`src/rtl/adc_sampler.sv`:
```
// adc_sampler: issues one ADC conversion per PERIOD clocks, box-car averages
// 2**AVG_LOG2 captures per channel and presents results on a valid/ready port.
module adc_sampler #(
    parameter int PERIOD   = 1000,
    parameter int AVG_LOG2 = 2,
    parameter int TIMEOUT  = 255
) (
    input  logic        CLK50MHZ,
    input  logic        RST,
    input  logic        en,
    output logic        adc_trig,
    input  logic        adc_done,
    input  logic [13:0] adc_a,
    input  logic [13:0] adc_b,
    output logic [13:0] smp_a,
    output logic [13:0] smp_b,
    output logic        smp_valid,
    input  logic        smp_ready,
    output logic        overrun,
    output logic        timeout_err,
    input  logic        clr_err
);

    localparam int PW = $clog2(PERIOD);
    localparam int TW = $clog2(TIMEOUT + 1);
    localparam int AW = 14 + AVG_LOG2;
    localparam int NW = AVG_LOG2 + 1;
    localparam logic [NW-1:0] N_LAST = NW'((1 << AVG_LOG2) - 1);

    localparam logic [2:0] S_IDLE  = 3'd0;
    localparam logic [2:0] S_TRIG  = 3'd1;
    localparam logic [2:0] S_WBUSY = 3'd2;
    localparam logic [2:0] S_WDONE = 3'd3;
    localparam logic [2:0] S_ACC   = 3'd4;

    logic [2:0]           state;
    logic [PW-1:0]        pcnt;
    logic                 pending;
    logic [TW-1:0]        tcnt;
    logic signed [13:0]   cap_a, cap_b;
    logic signed [AW-1:0] acc_a, acc_b;
    logic [NW-1:0]        n;

    logic                 tick, in_wait, timed_out, avg_done;
    logic signed [AW-1:0] sum_a, sum_b;
    logic [13:0]          avg_a, avg_b;

    assign tick      = en && (pcnt == PW'(PERIOD - 1));
    assign in_wait   = (state == S_WBUSY) || (state == S_WDONE);
    assign timed_out = in_wait && (tcnt == TW'(TIMEOUT - 1));
    assign sum_a     = acc_a + AW'(cap_a);
    assign sum_b     = acc_b + AW'(cap_b);
    // arithmetic shift floors toward minus infinity, as the average requires
    assign avg_a     = 14'(sum_a >>> AVG_LOG2);
    assign avg_b     = 14'(sum_b >>> AVG_LOG2);
    assign avg_done  = (state == S_ACC) && (n == N_LAST);
    assign adc_trig  = (state == S_TRIG);

    // tick while a request is already pending is simply lost
    always_ff @(posedge CLK50MHZ or negedge RST) begin
        if (!RST) begin
            pcnt    <= '0;
            pending <= 1'b0;
        end else begin
            pcnt <= (!en || tick) ? '0 : pcnt + 1'b1;
            if (state == S_IDLE && en && pending)
                pending <= 1'b0;
            else if (tick)
                pending <= 1'b1;
        end
    end

    always_ff @(posedge CLK50MHZ or negedge RST) begin
        if (!RST) begin
            state <= S_IDLE;
            tcnt  <= '0;
            cap_a <= '0;
            cap_b <= '0;
            acc_a <= '0;
            acc_b <= '0;
            n     <= '0;
        end else begin
            case (state)
                S_IDLE: begin
                    if (!en) begin
                        acc_a <= '0;
                        acc_b <= '0;
                        n     <= '0;
                    end
                    if (en && pending) state <= S_TRIG;
                end
                S_TRIG: begin
                    tcnt  <= '0;
                    state <= S_WBUSY;
                end
                S_WBUSY: begin
                    if (timed_out) state <= S_IDLE;
                    else begin
                        tcnt <= tcnt + 1'b1;
                        if (!adc_done) state <= S_WDONE;
                    end
                end
                S_WDONE: begin
                    if (timed_out) state <= S_IDLE;
                    else begin
                        tcnt <= tcnt + 1'b1;
                        if (adc_done) begin
                            cap_a <= adc_a;
                            cap_b <= adc_b;
                            state <= S_ACC;
                        end
                    end
                end
                S_ACC: begin
                    if (n == N_LAST) begin
                        acc_a <= '0;
                        acc_b <= '0;
                        n     <= '0;
                    end else begin
                        acc_a <= sum_a;
                        acc_b <= sum_b;
                        n     <= n + 1'b1;
                    end
                    state <= S_IDLE;
                end
                default: state <= S_IDLE;
            endcase
        end
    end

    // a finished average is dropped, not queued, when the held sample is unread
    always_ff @(posedge CLK50MHZ or negedge RST) begin
        if (!RST) begin
            smp_a       <= '0;
            smp_b       <= '0;
            smp_valid   <= 1'b0;
            overrun     <= 1'b0;
            timeout_err <= 1'b0;
        end else begin
            if (avg_done && (!smp_valid || smp_ready)) begin
                smp_a     <= avg_a;
                smp_b     <= avg_b;
                smp_valid <= 1'b1;
            end else if (!avg_done && smp_ready) begin
                smp_valid <= 1'b0;
            end
            overrun     <= (avg_done && smp_valid && !smp_ready) || (overrun && !clr_err);
            timeout_err <= timed_out || (timeout_err && !clr_err);
        end
    end

endmodule

```
`config.mk`:
```
export PLATFORM = sky130hd
export DESIGN_NAME = adc_sampler
export DESIGN_NICKNAME = d
export VERILOG_FILES = /design/src/rtl/adc_sampler.sv
export SDC_FILE = /design/constraint.sdc
export NUM_CORES = 1
export LEC_CHECK = 0
export CELL_PAD_IN_SITES_DETAIL_PLACEMENT = 1
export CELL_PAD_IN_SITES_GLOBAL_PLACEMENT = 1
export CORE_UTILIZATION = 48
export CTS_CLUSTER_DIAMETER = 150
export DETAILED_ROUTE_END_ITERATION = 12
export GPL_ROUTABILITY_DRIVEN = 0
export GPL_TIMING_DRIVEN = 0
export PLACE_DENSITY_LB_ADDON = 0.08
export SLEW_MARGIN = 20
export SYNTH_ARGS = -nofsm -noshare
export SYNTH_HDL_FRONTEND = slang
export SYNTH_SLANG_ARGS = --single-unit
```
`constraint.sdc`:
```
create_clock -name CLK50MHZ -period 7.1 [get_ports CLK50MHZ]
set_input_delay 1.065 -clock CLK50MHZ [delete_from_list [all_inputs] [get_ports CLK50MHZ]]
set_output_delay 1.065 -clock CLK50MHZ [all_outputs]
set_load 0.02 [all_outputs]
```
==> flow_summary.yaml, run 1 <==
clock_tree:
  postCtsHoldBufs: 0
  cts_buffer_depth: 2
  clock_latency_ps: 430
  cts_buffers: 17
  cts-root-buf: "clkbuf_16"
  cts_resized: 0
  cts_tree: "yes"
  clk_pin_slew_ps: 60
  cts_sinks: 116
  post-cts-setup-buffers: 0
  htree_levels: 4
sta:
  hold_violations: 0
  worst_pin_slew_ps: 825
  min_period_ps: 3160
  setup_violations: 0
  rsz0062_at_grt: "false"
  fmaxAchievable_mhz: 317
  finalSetupTns_ps: 0
  timing.hold.ws_ps: 477
  period_share_pct: 44.5
  fin_skew_ps: 9.41
  timing.final.max_slew_violations: 0
  slew-limit-headroom_pct: 44.6
synthesis:
  synth_fp_nets: 675
  ys_types: 62
  netlist_instances: 605
  synth-edff-count: 0
  ys_ff_latch: 116
  ys_seq_area_share_pct: 47.8
  synth_area_um2: 6070
  syn_avg_cell_area_um2: 10.0
  ys_warn_count: 0
  synth_ff_type: "dfrtp_1"
  async_flop_share_pct: 100
route:
  initialDrtViolationCount: 167
  routed_via_density: 5.66
  vias: 4926
  routed_wl_mm: 16.5
  drc: 0
  wire_per_inst_um: 18.9
  drt_pass1_iterations: 4
  drtAntennaViolNets: 0
power_and_ir_drop:
  power_leakage_uw: 0.00363
  power.share.clock_pct: 30.4
  power.density_nw_per_um2: 386
  ir_worst_vdd_v: 0.000197
  p_seq_share_pct: 33.1
  switchingPower_uw: 1090
  internal_power_uw: 1830
  p_sw_share_pct: 37.4
  power_frac_comb_pct: 36.6
global_route:
  track_usage_pct: 27.7
  antenna_found_initial: 0
  grt_max_degree: 77
  first_global_vias: 5403
  grt_overflow: 0
  grt_pass1_wl_mm: 27.1
placed_design:
  portBuffers: 65
  placed_area_um2: 6960
  dp_hpwl_mm: 11.4
  dp_cells: 839
layout:
  nets: 760
  final_area_um2: 7570
  mostFrequentLayoutCell: "nand2_1"
  layout_common_cells: "131 x nand2_1, 116 x dfrtp_1, 64 x clkdlybuf4s50_1"
  final_core_utilization_pct: 62.2
  antenna_cells: 0
  drive_above_1_share_pct: 11.4
  final_cells: 871
  area_delta_synth_final_pct: 24.8
critical_path:
  crit_buf_inv: 2
  cp-end-kind: "primary output"
  critical_path.slowest_cell: "clkdlybuf4s50_1"
  slowest_delay_ps: 690
  crit_required_ps: 6030
  path_class: "reg2out"
  cp.arrival_ps: 2090
  path_max_fanout: 10
  critPathTopFamily: "buffers and inverters"
  cp-start-kind: "flop"
  worstPathCellList: "buf_2, nor3b_4, clkdlybuf4s50_1"
floorplan:
  pin_count: 66
  start_util_pct: 49.9
  die_h_um: 114
  dieWidth_um: 114
  core_um2: 12200
  dieArea_um2: 13100
  core.rowCount: 40
min_path:
  hold_path.class: "reg2reg"
flow_run:
  max_cap_violations: 0
status:
  status: "finished clean"
metrics by stage:
step / power, µW / setup slack (ps)
finish: 2930 / 3940
global route: 3100 / 3840
global placement: 1940 / 475
floorplan: 1690 / 4870
detailed placement: 2020 / 3660
CTS: 2940 / 3920
path summary, 6_finish.rpt:
kind,startpoint,to,slack (ps),cells after the start
max,state[2],adc_trig,3940,3
min,smp_b[9],smp_b[9],480,2
max reg2reg,acc_b[0],smp_b[10],4570,8
min reg2reg,smp_b[9],smp_b[9],480,2
max in group asynchronous,RST,smp_a[7],5840,2
min in group asynchronous,RST,cap_b[2],540,1
sequential cells by signal (all words and copies together) (netlist names):
signal / cells
tcnt: 8
pcnt: 10
cap_b: 14
state: 3
smp_valid: 1
pending: 1
n: 3
smp_b: 14
timeout_err: 1
acc_b: 16
acc_a: 16
cap_a: 14
overrun: 1
smp_a: 14
cell type report:
cell class	instances	area (µm²)
repair buffers	66	679
inverters	9	33.8
clock buffers	23	488
well taps	168	210
flip-flops and latches	116	2900
plain buffers	19	92.6
fillers	1360	4590
multi-input cells	461	3040
clock inverters	9	125
cells in the mapped netlist, types with 4 or more instances:
cell type / count / area (µm²)
nand2_1: 131 / 492
dfrtp_1: 116 / 2900
ha_1: 34 / 425
nor2_1: 34 / 128
a21oi_1: 30 / 150
o21ai_0: 25 / 125
a22o_1: 24 / 210
xor2_1: 23 / 201
mux2_2: 22 / 248
xnor2_1: 17 / 149
nand3_1: 12 / 60.1
clkbuf_1: 9 / 33.8
inv_1: 9 / 33.8
nand4_1: 9 / 56.3
buf_2: 8 / 40.0
nand2b_1: 7 / 43.8
a21o_1: 6 / 45.0
o211ai_1: 6 / 45.0
a211oi_1: 5 / 37.5
and3_1: 5 / 31.3
mux2i_1: 5 / 50.1
nor3_1: 5 / 25.0
or3_1: 5 / 31.3
a31oi_1: 4 / 25.0
layer usage:
layer,up-vias,wire (µm),GRT usage (%)
met3,41,498,6.62
met2,89,8510,49.2
met5,-,0,0
li1,2310,-,-
met1,2486,6970,31.9
met4,0,479,11.9
tightest hold or removal path, delay by kind of cell, from the launching register on:
kind             cells  cell delay (ps)
flip-flops           1              340
AO/OA/AOI/OAI        1               60
AND/OR/NAND/NOR      1               50
power by group through the flow:
stage               registers (µW)  clock network, µW  logic (µW)
floorplan                      943                  0         748
detailed placement             970                  0        1050
global placement               960                  0         985
CTS                            968                900        1080
finish                         967                888        1070
global route                   988                927        1190
cell families (layout without fill, tap and decap cells):
logic type / after synthesis / after routing / synth area share [%]
buffers and inverters: 28 / 126 / 2.08
xor gates and xnor gates: 40 / 40 / 5.77
and+or+nand+nor: 232 / 232 / 17.4
muxes: 27 / 27 / 4.91
adders and majority gates: 36 / 36 / 7.67
DFF: 116 / 116 / 47.8
AOI/OAI and AO/OA: 126 / 126 / 14.4
No activity file was read; power rests on OpenSTA's default activity.
==> inputs of run 2 (changes only) <==
Settings changed: CORE_UTILIZATION 48 to 44.
Clock period 7.1 ns to 3.06 ns, I/O delays scaled along.
==> flow_summary.yaml, run 2 (same netlist as run 1, synthesis figures left out) <==
critical_path:
  r2r-end: "acc_a[14]"
  path_max_fanout: 3
  cp-start-kind: "flop"
  rr_startpoint: "cap_a[0]"
  crit_required_ps: 3410
  worstPathCellList: "ha_1, fa_1, a21oi_1, o21ai_0, a21oi_1, o211ai_1, or3_1, nand3_1"
  crit_path_end: "acc_a[14]"
  crit_start: "cap_a[0]"
  cp-end-kind: "flop"
  slowest_delay_ps: 420
  cp.arrival_ps: 2910
  path_class: "reg2reg"
  cpMostUsedCell: "a21oi_1"
  critical_path.slowest_cell: "fa_1"
  reg2reg_depth: 8
  r2r_slack_ps: 500
sta:
  timing.final.max_slew_violations: 0
  slew-limit-headroom_pct: 39.6
  finalSetupTns_ps: 0
  timing.hold.ws_ps: 478
  fin_skew_ps: 8.12
  worst_pin_slew_ps: 903
  setup_violations: 0
  fmaxAchievable_mhz: 390
  rsz0062_at_grt: "false"
  hold_violations: 0
  min_period_ps: 2560
  period_share_pct: 83.7
placed_design:
  dp_hpwl_mm: 11.3
  portBuffers: 65
  placed_area_um2: 6970
clock_tree:
  cts-root-buf: "clkbuf_16"
  clk_pin_slew_ps: 50
  post-cts-setup-buffers: 0
  htree_levels: 4
  cts_buffer_depth: 2
  cts_tree: "yes"
  cts_resized: 0
  cts_buffers: 17
  clock_latency_ps: 420
  cts_sinks: 116
floorplan:
  pin_count: 66
  core.rowCount: 42
  dieWidth_um: 119
  dieArea_um2: 14300
  start_util_pct: 45.5
  core_um2: 13300
  die_h_um: 119
global_route:
  grt_overflow: 0
  grt_max_degree: 72
  grt_pass1_wl_mm: 26.7
  track_usage_pct: 24.6
  first_global_vias: 5352
  antenna_found_initial: 0
layout:
  multiInputGateArea_um2: 3040
  regArea_um2: 2900
  final_core_utilization_pct: 57.0
  area_delta_synth_final_pct: 25.4
  layout_common_cells: "131 x nand2_1, 116 x dfrtp_1, 64 x clkdlybuf4s50_1"
  nFillCells: 1470
  final_area_um2: 7610
  mostFrequentLayoutCell: "nand2_1"
  antenna_cells: 0
  drive_above_1_share_pct: 11.4
  nets: 761
  largestRegisters: "acc_a (16), acc_b (16)"
route:
  wire_per_inst_um: 18.5
  drtAntennaViolNets: 0
  dr_wl_met2_mm: 8.33
  top_layer_used: "met4"
  dr_wl_met3_um: 452
  drc: 0
  vias: 4920
  initialDrtViolationCount: 175
  drt_pass1_iterations: 4
  wl_met1_mm: 6.92
  routed_wl_mm: 16.3
  routed_via_density: 5.60
status:
  status: "finished clean"
flow_run:
  max_cap_violations: 0
power_and_ir_drop:
  ir_worst_vdd_v: 0.000412
  power_leakage_uw: 0.00364
  power.density_nw_per_um2: 899
min_path:
  holdPathStages: 2
  hold_path.class: "reg2reg"
## run 2: stage by stage
| step | worst slack, ps | cells | total power [µW] |
|---|---|---|---|
| finish | 498 | 879 | 6840 |
| global route | 389 | 879 | 7250 |
| CTS | 513 | 879 | 6880 |
| detailed placement | 218 | 847 | 4670 |
| global placement | -3090 | 846 | 4540 |
| floorplan | 831 | 605 | 3920 |
## run 2: report_power, final
part,switching [µW],internal (µW),total [µW]
Sequential,325,1910,2240
Clock,703,1440,2140
Combinational,1490,975,2460
## run 2: worst min-delay path by stage
stage                     to  startpoint  slack, ps
floorplan           acc_a[0]         RST        160
global placement     pcnt[0]     pcnt[0]        450
detailed placement  smp_b[0]         RST        420
CTS                 smp_b[0]    smp_b[0]        490
global route        smp_b[0]    smp_b[0]        510
finish              smp_b[0]    smp_b[0]        480
## run 2: layout make-up
type	count	area share, %
clock buffer	22	6.36
multi-input combinational	461	39.9
clock inverter	9	1.97
tap	176	2.89
timing repair buffer	67	9.06
inverter	9	0.444
sequential	116	38.1
buffer	19	1.22
## run 2: timing repair
item,4_1_cts,5_1_grt
endpoints found under the hold margin,45,0
hold buffers,1,0
endpoints found under the setup margin,0,0
## run 2: routing by layer
| layer | track usage (%) | vias to the layer above |
|---|---|---|
| met1 | 28.5 | 2479 |
| met2 | 42.6 | 89 |
| met4 | 12.6 | 0 |
| met3 | 5.22 | 39 |
| met5 | 0 | - |
| li1 | - | 2313 |
## run 2: critical path: cells and delay by family, from the launching register on
| family | cells | cell delay, ps |
|---|---|---|
| DFF | 1 | 380 |
| AOI/OAI and AO/OA | 4 | 930 |
| adders and majority gates | 2 | 680 |
| and+or+nand+nor | 2 | 490 |
==> inputs of run 3 (changes only) <==
Settings changed: CORE_UTILIZATION 44 to 40.
Clock period 3.06 ns to 2.2 ns, I/O delays scaled along.
==> flow_summary.yaml, run 3 (same netlist as run 1, synthesis figures left out) <==
sta:
  period_share_pct: 107
  timing.final.max_slew_violations: 0
  fmaxAchievable_mhz: 424
  rsz0062_at_grt: "true"
  hold_violations: 0
  setup_violations: 9
  worst_pin_slew_ps: 666
  min_period_ps: 2360
  setup_ws_ps: -159
  slew-limit-headroom_pct: 55.6
  fin_skew_ps: 10.8
critical_path:
  crit_required_ps: 2500
  cp.arrival_ps: 2660
  cp-start-kind: "flop"
  crit_cells: 8
  cp-end-kind: "flop"
  worstPathCellList: "ha_2, fa_2, a21o_1, a221oi_4, o21ai_4, a31oi_4, xnor2_2, mux2_2"
  crit_buf_inv: 0
  critical_path.slowest_cell: "dfrtp_1"
  slowest_delay_ps: 380
  path_class: "reg2reg"
  critPathTopFamily: "compound AO/OA/AOI/OAI gates"
  reg2reg_depth: 8
  path_max_fanout: 3
flow_run:
  max_cap_violations: 0
power_and_ir_drop:
  ir_worst_vdd_v: 0.000685
  p_sw_share_pct: 37.4
  power.density_nw_per_um2: 1250
  power_frac_comb_pct: 38.6
  p_seq_share_pct: 31.4
  switchingPower_uw: 3730
  power.share.clock_pct: 30.0
  power_leakage_uw: 0.00373
  power_uw: 9980
  internal_power_uw: 6250
floorplan:
  core_um2: 14600
  die_h_um: 125
  dieArea_um2: 15700
  core.rowCount: 44
  start_util_pct: 41.4
  pin_count: 66
  dieWidth_um: 125
global_route:
  grt_max_degree: 69
  grt_overflow: 0
  track_usage_pct: 22.8
  grt_pass1_wl_mm: 27.8
  first_global_vias: 5256
  antenna_found_initial: 0
layout:
  mostFrequentLayoutCell: "nand2_1"
  nFillCells: 1611
  area_delta_synth_final_pct: 31.3
  largestRegisters: "acc_a (16), acc_b (16)"
  layout_common_cells: "131 x nand2_1, 116 x dfrtp_1, 63 x clkdlybuf4s50_1"
  antenna_cells: 0
  drive_above_1_share_pct: 17.9
  final_core_utilization_pct: 54.4
  nets: 774
clock_tree:
  htree_levels: 4
  cts_sinks: 116
  clk_pin_slew_ps: 50
  cts-root-buf: "clkbuf_16"
  cts_buffers: 17
  clock_latency_ps: 420
  cts_buffer_depth: 2
  cts_tree: "yes"
route:
  drtAntennaViolNets: 0
  vias: 4869
  drc: 0
  initialDrtViolationCount: 179
  drt_pass1_iterations: 7
  routed_via_density: 5.41
  wire_per_inst_um: 18.7
  routed_wl_mm: 16.8
status:
  violations: "setup timing"
  status: "complete, but fails checks"
placed_design:
  portBuffers: 65
  dp_hpwl_mm: 11.2
min_path:
  hold_path.class: "in2reg"
  holdPathStages: 3
## run 3: metrics by stage
stage               cell area, µm²  setup WS [ps]  setup TNS [ps]  instances  hold WS, ps
floorplan                     6070           10.3               0        605         34.4
global placement              6950          -3900         -463720        854          453
detailed placement            6980           -555          -14630        855          390
CTS                           7790           -179            -368        894          436
global route                  7970           -259           -1790        900          445
finish                        7970           -159            -518        900          443
## run 3: per-layer routing
layer	vias up	routed length, µm	share of wire, %	global-route usage, %
li1	2339	-	-	-
met1	2420	7230	43	27.4
met2	88	8770	52	40.1
met3	22	467	2.8	4.71
met4	0	320	1.9	8.97
met5	-	0	0	0
## run 3: worst paths after layout
check,from,to,slack (ps)
setup / recovery,cap_b[0],smp_b[10],-160
hold / removal,adc_b[2],cap_b[2],440
setup reg to reg,cap_b[0],smp_b[10],-160
hold reg to reg,pcnt[0],pcnt[0],460
max in group asynchronous,RST,cap_a[7],1020
min in group asynchronous,RST,cap_b[1],510
## run 3: power groups by stage
stage	clock (µW)	combinational (µW)	sequential, µW
3_5_place_dp	0	3410	3130
4_1_cts	3030	3650	3130
5_1_grt	3130	4250	3210
2_1_floorplan	0	2420	3050
3_3_place_gp	0	3250	3100
6_report	2990	3850	3140
## run 3: timing repair
| item | 4_1_cts | 5_1_grt |
|---|---|---|
| gates resized for setup | 23 | 34 |
| hold endpoints to repair | 67 | 0 |
| setup endpoints to repair | 41 | 69 |
| hold buffers | 1 | 0 |
| buffers inserted | 7 | 8 |
| pin swaps | 15 | 19 |
## run 3: worst min-delay path: stages
cell             delay, ps
clkdlybuf4s50_1        400
nand2_1                 50
nand2_1                 40
## run 3: area by class of cell
type	count	area, µm²	area share [%]
sequential	116	2900	36.4
multi-input combinational	461	3270	41.1
clock buffer	22	484	6.08
buffer	17	87.6	1.10
inverter	9	33.8	0.424
tap	184	230	2.89
clock inverter	9	150	1.89
timing repair buffer	82	805	10.1
